[src/rtl/spi_master_param.sv]
// Parametrised full-duplex SPI master.
// Mode (CPOL/CPHA), bit order, chip select and bit rate are captured when a
// transfer starts and held constant until it completes with a one-cycle done.
module spi_master_param #(
    parameter int DATA_WIDTH  = 8,
    parameter int PRESC_WIDTH = 8,
    parameter int NUM_CS      = 4,
    parameter int CS_SEL_W    = 2
) (
    input  logic                   clk,
    input  logic                   reset,
    input  logic                   spi_start,
    input  logic [DATA_WIDTH-1:0]  spi_data_in,
    input  logic [PRESC_WIDTH-1:0] spi_prescaler,
    input  logic                   spi_cpol,
    input  logic                   spi_cpha,
    input  logic                   spi_lsb_first,
    input  logic [CS_SEL_W-1:0]    spi_cs_sel,
    input  logic                   MISO,
    output logic                   MOSI,
    output logic                   SCLK,
    output logic [NUM_CS-1:0]      CS_N,
    output logic [DATA_WIDTH-1:0]  spi_data_out,
    output logic                   busy,
    output logic                   done
);

    // Edge counter holds 0 .. 2*DATA_WIDTH-1 (zero-based SCLK edge index).
    localparam int EDGE_W = $clog2(2 * DATA_WIDTH);
    localparam logic [EDGE_W-1:0] LAST_EDGE = EDGE_W'(2 * DATA_WIDTH - 1);

    typedef enum logic [1:0] {
        ST_IDLE,
        ST_LEAD,
        ST_XFER,
        ST_TRAIL
    } state_t;

    state_t                 state_q, state_d;
    logic [PRESC_WIDTH-1:0] cnt_q, cnt_d;
    logic [PRESC_WIDTH-1:0] presc_q, presc_d;
    logic [EDGE_W-1:0]      edge_q, edge_d;
    logic                   cpol_q, cpol_d;
    logic                   cpha_q, cpha_d;
    logic                   lsb_q, lsb_d;
    logic [DATA_WIDTH-1:0]  tx_q, tx_d;
    logic [DATA_WIDTH-1:0]  rx_q, rx_d;
    logic                   mosi_q, mosi_d;
    logic                   sclk_q, sclk_d;
    logic [NUM_CS-1:0]      cs_n_q, cs_n_d;
    logic [DATA_WIDTH-1:0]  data_out_q, data_out_d;
    logic                   busy_q, busy_d;
    logic                   done_q, done_d;

    logic [NUM_CS-1:0]      cs_dec;
    logic                   tick;
    logic                   leading;
    logic                   sample_edge;

    // Bit that goes out next, given the current bit order.
    function automatic logic first_bit(input logic [DATA_WIDTH-1:0] w, input logic lsb);
        return lsb ? w[0] : w[DATA_WIDTH-1];
    endfunction

    // Discard the bit just sent.
    function automatic logic [DATA_WIDTH-1:0] shift_out(input logic [DATA_WIDTH-1:0] w,
                                                        input logic lsb);
        return lsb ? (w >> 1) : (w << 1);
    endfunction

    // Insert a received bit so that after DATA_WIDTH bits bit i is the slave's bit i.
    function automatic logic [DATA_WIDTH-1:0] shift_in(input logic [DATA_WIDTH-1:0] r,
                                                       input logic b, input logic lsb);
        return lsb ? {b, r[DATA_WIDTH-1:1]} : {r[DATA_WIDTH-2:0], b};
    endfunction

    // One-hot-low chip-select decode; an out-of-range index selects nothing.
    generate
        for (genvar gi = 0; gi < NUM_CS; gi++) begin : g_cs
            assign cs_dec[gi] = (spi_cs_sel != CS_SEL_W'(gi));
        end
    endgenerate

    // Half-period tick plus classification of the SCLK edge it produces.
    always_comb begin
        tick        = (cnt_q == presc_q);
        leading     = ~edge_q[0];
        sample_edge = leading ^ cpha_q;
    end

    // Next-state and output logic.
    always_comb begin
        state_d    = state_q;
        cnt_d      = cnt_q;
        presc_d    = presc_q;
        edge_d     = edge_q;
        cpol_d     = cpol_q;
        cpha_d     = cpha_q;
        lsb_d      = lsb_q;
        tx_d       = tx_q;
        rx_d       = rx_q;
        mosi_d     = mosi_q;
        sclk_d     = sclk_q;
        cs_n_d     = cs_n_q;
        data_out_d = data_out_q;
        busy_d     = busy_q;
        done_d     = 1'b0;

        case (state_q)
            ST_IDLE: begin
                sclk_d = spi_cpol;
                mosi_d = 1'b0;
                cs_n_d = '1;
                busy_d = 1'b0;
                cnt_d  = '0;
                edge_d = '0;
                if (spi_start) begin
                    presc_d = spi_prescaler;
                    cpol_d  = spi_cpol;
                    cpha_d  = spi_cpha;
                    lsb_d   = spi_lsb_first;
                    cs_n_d  = cs_dec;
                    rx_d    = '0;
                    busy_d  = 1'b1;
                    state_d = ST_LEAD;
                    if (!spi_cpha) begin
                        // First bit must be on the line before the first leading edge.
                        mosi_d = first_bit(spi_data_in, spi_lsb_first);
                        tx_d   = shift_out(spi_data_in, spi_lsb_first);
                    end else begin
                        tx_d   = spi_data_in;
                    end
                end
            end

            ST_LEAD: begin
                if (tick) begin
                    cnt_d   = '0;
                    state_d = ST_XFER;
                end else begin
                    cnt_d = cnt_q + PRESC_WIDTH'(1);
                end
            end

            ST_XFER: begin
                if (tick) begin
                    cnt_d  = '0;
                    sclk_d = ~sclk_q;
                    edge_d = edge_q + EDGE_W'(1);
                    if (sample_edge) begin
                        rx_d = shift_in(rx_q, MISO, lsb_q);
                    end else if (edge_q != LAST_EDGE) begin
                        mosi_d = first_bit(tx_q, lsb_q);
                        tx_d   = shift_out(tx_q, lsb_q);
                    end
                    if (edge_q == LAST_EDGE) begin
                        edge_d  = '0;
                        state_d = ST_TRAIL;
                    end
                end else begin
                    cnt_d = cnt_q + PRESC_WIDTH'(1);
                end
            end

            ST_TRAIL: begin
                if (tick) begin
                    cnt_d      = '0;
                    cs_n_d     = '1;
                    data_out_d = rx_q;
                    done_d     = 1'b1;
                    busy_d     = 1'b0;
                    state_d    = ST_IDLE;
                end else begin
                    cnt_d = cnt_q + PRESC_WIDTH'(1);
                end
            end

            default: begin
                state_d = ST_IDLE;
            end
        endcase
    end

    // State and output registers with synchronous reset.
    always_ff @(posedge clk) begin
        if (reset) begin
            state_q    <= ST_IDLE;
            cnt_q      <= '0;
            presc_q    <= '0;
            edge_q     <= '0;
            cpol_q     <= 1'b0;
            cpha_q     <= 1'b0;
            lsb_q      <= 1'b0;
            tx_q       <= '0;
            rx_q       <= '0;
            mosi_q     <= 1'b0;
            sclk_q     <= 1'b0;
            cs_n_q     <= '1;
            data_out_q <= '0;
            busy_q     <= 1'b0;
            done_q     <= 1'b0;
        end else begin
            state_q    <= state_d;
            cnt_q      <= cnt_d;
            presc_q    <= presc_d;
            edge_q     <= edge_d;
            cpol_q     <= cpol_d;
            cpha_q     <= cpha_d;
            lsb_q      <= lsb_d;
            tx_q       <= tx_d;
            rx_q       <= rx_d;
            mosi_q     <= mosi_d;
            sclk_q     <= sclk_d;
            cs_n_q     <= cs_n_d;
            data_out_q <= data_out_d;
            busy_q     <= busy_d;
            done_q     <= done_d;
        end
    end

    assign MOSI         = mosi_q;
    assign SCLK         = sclk_q;
    assign CS_N         = cs_n_q;
    assign spi_data_out = data_out_q;
    assign busy         = busy_q;
    assign done         = done_q;

endmodule

[config.mk]
export PLATFORM = sky130hd
export DESIGN_NAME = spi_master_param
export DESIGN_NICKNAME = d
export VERILOG_FILES = /design/src/rtl/spi_master_param.sv
export SDC_FILE = /design/constraint.sdc
export NUM_CORES = 1
export LEC_CHECK = 0
export ABC_AREA = 1
export BUFFER_PORTS_ARGS = -buffer_cell sky130_fd_sc_hd__buf_2
export CORE_ASPECT_RATIO = 1.1
export CORE_MARGIN = 8
export CORE_UTILIZATION = 51
export DETAILED_ROUTE_END_ITERATION = 12
export PLACE_DENSITY = 0.84
export SYNTH_ARGS = -nofsm -noshare
export SYNTH_HDL_FRONTEND = slang
export SYNTH_SLANG_ARGS = --single-unit
[constraint.sdc]
create_clock -name clk -period 1.7 [get_ports clk]
set_input_delay 0.255 -clock clk [delete_from_list [all_inputs] [get_ports clk]]
set_output_delay 0.255 -clock clk [all_outputs]
set_load 0.02 [all_outputs]
## After elaboration in Yosys (flattened, before gate mapping)

Cells that the tools add are included.

- $add $sub $neg: 2
- Equality and inequality tests: 17
- Muxes and demuxes: 41
- Bitwise gates (word level): 4
- Reduce and logical (&&, ||, !) cells: 14

Operator list:

| kind | count |
|---|---|
| two-way mux 8 bit | 12 |
| one-hot mux 8 bit (2 select lines) | 3 |
| != test 2 bit, second input constant | 10 |
| two-way mux 4 bit | 4 |
| one-hot mux 4 bit (2 select lines) | 2 |
| two-way mux 1 bit | 11 |
| two-way mux 2 bit | 5 |
| AND reduction 5 bit | 2 |
| adder 8 x 1 -> 8 bit, second input constant | 1 |
| equality test 8 bit | 1 |
| one-hot mux 2 bit (4 select lines) | 1 |
| AND reduction 2 bit | 4 |
| AND reduction 4 bit | 2 |
| one-hot mux 1 bit (2 select lines) | 3 |
| nonzero test 2 bit | 3 |
| adder 4 x 1 -> 4 bit, second input constant | 1 |
| equality test 2 bit, second input constant | 2 |
| equality test 4 bit, second input constant | 1 |
| != test 4 bit, second input constant | 1 |
| NOT 1 bit | 3 |
| OR reduction 3 bit | 1 |
| equality test 2 x 1 -> 1 bit, second input constant | 1 |
| logical NOT 2 bit | 1 |
| != test 2 x 1 -> 1 bit, second input constant | 1 |
| other kinds (2) | 2 |

- Register bits: 56
- Input bits: 25
- Output and inout port bits: 16
- Word-level logic and storage cells: 92

## Logic depth before layout (Yosys ltp)

- Word-level depth: 5
- Depth in mapped cells: 12
- Mapped depth without buffers: 12

## Worst setup path before layout

OpenSTA, ideal clock, no wires.

- Path type: reg2reg
- From: reg state_q[0]
- To: reg rx_q[1]
- Library setup time: 0.132 ns
- Arrival time: 1.499 ns
- Required time: 1.568 ns
- Path slack: 0.069 ns
- Cell stages (with the launch flop): 9
- Buffers on the path: 0
- Clock period less this slack: 1.631 ns
- Path through: dfxtp_1 -> inv_1 -> ha_1 -> inv_1 -> nand2_1 -> nand2_1 -> nand3_1 -> nand2_1 -> a21oi_1

- Word-level cells in the longest chain between the ends: 3
- Elaborated cells between the ends (all ways): 8
- Classes of those cells: eq/ne: 4; mux: 1; reduce/logical: 3

RTL lines:

| element | line | source |
|---|---|---|
| start, declared | 39 | `state_t state_q, state_d;` |
| start signal, assigned | 203 | `state_q <= state_d;` |
| equality test 2 bit / logical NOT 2 bit (equally long branches) | 109 | `case (state_q)` |
| != test 2 bit (no line) / nonzero test 2 bit (equally long branches) | -- |  |
| AND reduction 4 bit (no line) | -- |  |
| end signal, assigned | 211 | `rx_q <= rx_d;` |
| end, declared | 47 | `logic [DATA_WIDTH-1:0] rx_q, rx_d;` |

Several ways; a longest one is shown, not always the timed one.
A chain may end at the register's enable or synchronous reset.

## Final worst setup path

- From: reg state_q[0]
- To: reg tx_q[1]

- Word-level cells in the longest chain between the ends: 3
- Elaborated cells between the ends (all ways): 9
- Classes of those cells: eq/ne: 5; mux: 1; reduce/logical: 3

RTL lines:

| element | line | source |
|---|---|---|
| equality test 2 bit / logical NOT 2 bit (equally long branches) | 109 |  |
| != test 2 bit (no line) / nonzero test 2 bit (equally long branches) | -- |  |
| AND reduction 5 bit (no line) | -- |  |
| end signal, assigned | 210 | `tx_q <= tx_d;` |
| end, declared | 46 | `logic [DATA_WIDTH-1:0] tx_q, tx_d;` |

Several ways; a longest one is shown, not always the timed one.

==> summary.txt <==
Yosys
  – Simple-Gate Fraction of Synth Area: between 30% and 40%
  – Post-synthesis area per instance: 6.87 µm²
  – Top cells by area, synth: sky130_fd_sc_hd__dfxtp_1, sky130_fd_sc_hd__nand2_1, sky130_fd_sc_hd__a21oi_1
  – Post-synthesis sequential element count: between 50 and 60
  – Proportion of synthesized area in mux cells: 0%
  – Cell area after synthesis: 2890 µm²
  – Post-synth EDFFs: 0
  – Syn. warnings: 0
  – Fraction of synthesized cell area taken by the top area cell type: 38.8%
  – Post-Syn Nets: 452
  – Share of the yosys chip area belonging to registers: 38.8%
  – FFs w/ async S/R, synth: 0%
  – Most numerous cell types in the synthesized netlist: sky130_fd_sc_hd__nand2_1, sky130_fd_sc_hd__dfxtp_1, sky130_fd_sc_hd__a21oi_1
  – Synthesized-area fraction occupied by adder cells: under 10%
  – Post-synthesis share of cell area spent on xor and xnor gates: 1.82%
  – Synth cell types: 32
  – Most frequently used cell type in the post-synthesis netlist: sky130_fd_sc_hd__nand2_1
  – Fraction of the mapped netlist area in compound gates: 17.4%
  – Gate count after technology mapping: 421
  – Dominant combinational cell family by area after synthesis: simple AND/OR/NAND/NOR gates
  – Most area-hungry cell type in the Yosys netlist: sky130_fd_sc_hd__dfxtp_1
  – Most used flip-flop cell after synthesis: sky130_fd_sc_hd__dfxtp_1

Timing
  – Time the final worst path needs with I/O delays and setup: 1.61 ns
  – RSZ-0062 raised after global routing: yes
  – Layout Skew: 0.00421 ns
  – Final setup violating endpoints: 0
  – Period utilisation layout: 94.6%
  – Accumulated negative setup slack: 0 ns
  – Final worst hold slack: ~0.21 ns
  – Hold violation total from the final report: 0
  – Highest attainable clock frequency: 0.622 GHz
  – Transition time of the tightest slew-check pin: 0.388 ns
  – Headroom to the max-slew limit: 74.0%
  – Number of pins with negative max-slew slack in the final report: 0

Setup path
  – Capturing element type of the critical path: flop
  – Arrival @ worst endpoint: 1.83 ns
  – Max Fanout on Critical Path: 21
  – Startpoint kind of the worst setup timing path: flop
  – Worst EP required: 1.92 ns
  – Type of the setup path with the least slack: flop to flop

Pwr
  – Cell-internal power: 2.74 mW
  – Clock share of power: 18.7%
  – Switching Share: 42.0%
  – Pwr/cell area: ~1400 nW/µm²
  – Sequential group share of total power: 35.6%
  – Sum of internal, switching and leakage power: 4.72 mW
  – Part of the total power dissipated in combinational logic: between 40% and 50%
  – Leak Pwr: about 1.5 nW
  – Switching power of the nets: 1.98 mW
  – Peak supply drop: 597 µV

Clock tree
  – Count of clock tree sinks: 56
  – Num CTS Buffers: 5
  – Total setup buffers inserted after CTS: 0
  – Skew-Pair Late Insertion Delay: approximately 0.31 ns
  – Count of H-tree levels built during CTS: 2
  – CTS clock-pin slew for the worst setup and hold paths: 0.10 ns
  – Clock tree root driver cell: sky130_fd_sc_hd__clkbuf_8
  – Max Root-Sink Buffers: 2
  – TritonCTS clock tree: built

Hold path
  – Class of the tightest hold or removal check: input port to flop

Detailed routing
  – Count of TritonRoute iterations in the first routing pass: 5
  – Post-route antenna net violation count: 0
  – Detailed-route DRC error count: 0
  – Number of DRC violations after detailed-routing iteration 0: about 170
  – Vias after detailed routing: 2831
  – Total detailed-routing wirelength: 6980 µm
  – Wirelength per Cell: 12.8 µm
  – Vias per cell: 5.18

Global route
  – Global Route met3 Usage: 4.08%
  – GRT Util Overall: about 17%
  – Global route hottest layer: met2
  – M2 GR Usage: between 30% and 40%
  – Grt met1 use: 19.8%
  – Largest net degree at the start of global routing: 24
  – Global route overflow: 0
  – First-pass GRT wire length: 11900 µm
  – Initial antenna violation count: 0
  – Number of global-route vias before repair: 2790

Finish
  – Number of diodes: 0
  – # nets final: roughly 500
  – Filler Cells Inserted: roughly 500
  – Final design utilization: about 62%
  – Fraction of layout instances using a drive strength above 1: 19.1%
  – Syn-to-layout area delta: 17.3%

Placement
  – Count of buffers from port buffering: 40
  – Final Wtd Congestion: roughly 0.86
  – Detail Placement HPWL: 5140 µm

Floorplan
  – Initial core utilization: between 50% and 60%
  – Die area: 8330 µm²
  – Die Y-Extent: about 95 µm
  – Die W: ~88 µm
  – Placeable core area: 5430 µm²
  – I/O pin total: 41
  – Standard-cell row count: 28

Flow run
  – Max-capacitance violation count: 0

Outcome
  – Status: complete, no violations
## power by group through the flow
stage | Sequential, mW | Clock, mW | Combinational, mW
after detailed placement | 1.71 | 0 | 2.09
after CTS | 1.68 | 0.896 | 2.11
final | 1.68 | 0.882 | 2.16
after global routing | 1.71 | 0.947 | 2.46
after global placement | 1.70 | 0 | 2.03
after floorplan | 1.74 | 0 | 1.52
## sequential cells by signal, indices dropped and copies added (netlist names), 2 cells and up
register	flops
cnt_q	8
presc_q	8
rx_q	8
spi_data_out	8
tx_q	8
CS_N	4
edge_q	4
state_q	2
## final timing paths
check              startpoint               to  slack (ns)  cells after the start
max reg2reg        state_q[0]          tx_q[1]        0.09                      8
max                state_q[0]          tx_q[1]        0.09                      8
min reg2reg   spi_data_out[5]  spi_data_out[5]        0.47                      2
min          spi_prescaler[5]       presc_q[5]        0.21                      3
## per-stage QoR
step	setup slack, ns	std cells	area [µm²]
global route	-0.00488	546	3390
CTS	0.0589	545	3370
global placement	0.142	537	3260
finish	0.0921	546	3390
floorplan	0.0692	421	2890
detailed placement	0.0825	537	3260
## final cells by class
type / count / area [µm²] / area share [%]
clock buffers: 5 / 68.8 / 2.03
clock inverters: 3 / 42.5 / 1.25
inverters: 53 / 199 / 5.87
multi-input cells: 298 / 1520 / 44.8
flip-flops and latches: 56 / 1120 / 33.1
well taps: 75 / 93.8 / 2.77
repair buffers: 56 / 345 / 10.2
## cells by family after synthesis
kind of cell               after synthesis
buffers and inverters                   68
and+or+nand+nor                        192
adders and majority gates                6
DFF                                     56
xor gates and xnor gates                 6
AOI/OAI and AO/OA                       93
## layout by cell type (no fill, tap or decap), types with 3 or more instances in the layout
cell	instances
sky130_fd_sc_hd__o21ai_0	24
sky130_fd_sc_hd__xnor2_1	4
sky130_fd_sc_hd__inv_1	46
sky130_fd_sc_hd__o211ai_1	8
sky130_fd_sc_hd__nand3_2	4
sky130_fd_sc_hd__inv_2	5
sky130_fd_sc_hd__ha_1	4
sky130_fd_sc_hd__nand2_1	101
sky130_fd_sc_hd__clkbuf_8	5
sky130_fd_sc_hd__nand4_1	13
sky130_fd_sc_hd__nor2_1	34
sky130_fd_sc_hd__o22ai_1	3
sky130_fd_sc_hd__buf_2	40
sky130_fd_sc_hd__buf_4	14
sky130_fd_sc_hd__nand2_2	7
sky130_fd_sc_hd__nor3_1	5
sky130_fd_sc_hd__nand3_1	20
sky130_fd_sc_hd__a21oi_1	52
sky130_fd_sc_hd__nor2_2	3
sky130_fd_sc_hd__dfxtp_1	55
## layer usage
| metal | part of all wire (%) | vias up | wire length, µm |
|---|---|---|---|
| met4 | 1.2 | 0 | 82 |
| li1 | - | 1472 | - |
| met3 | 5.7 | 8 | 396 |
| met5 | 0 | - | 0 |
| met1 | 44 | 1282 | 3060 |
| met2 | 49 | 69 | 3450 |
## what timing repair did
item / in CTS / in global routing
resized for setup: 0 / 7
hold buffers: 0 / 0
endpoints found under the hold margin: 0 / 0
setup endpoints to repair: 0 / 19
## worst max-delay path: stages (launching register included)
cell,delay [ns]
sky130_fd_sc_hd__dfxtp_2,0.35
sky130_fd_sc_hd__inv_1,0.08
sky130_fd_sc_hd__ha_2,0.22
sky130_fd_sc_hd__buf_12,0.17
sky130_fd_sc_hd__nand3_2,0.10
sky130_fd_sc_hd__nand2_4,0.16
sky130_fd_sc_hd__nand3_2,0.20
sky130_fd_sc_hd__a21oi_1,0.18
sky130_fd_sc_hd__nor2_1,0.05
Note: power is estimated with default switching activity, not from simulation.
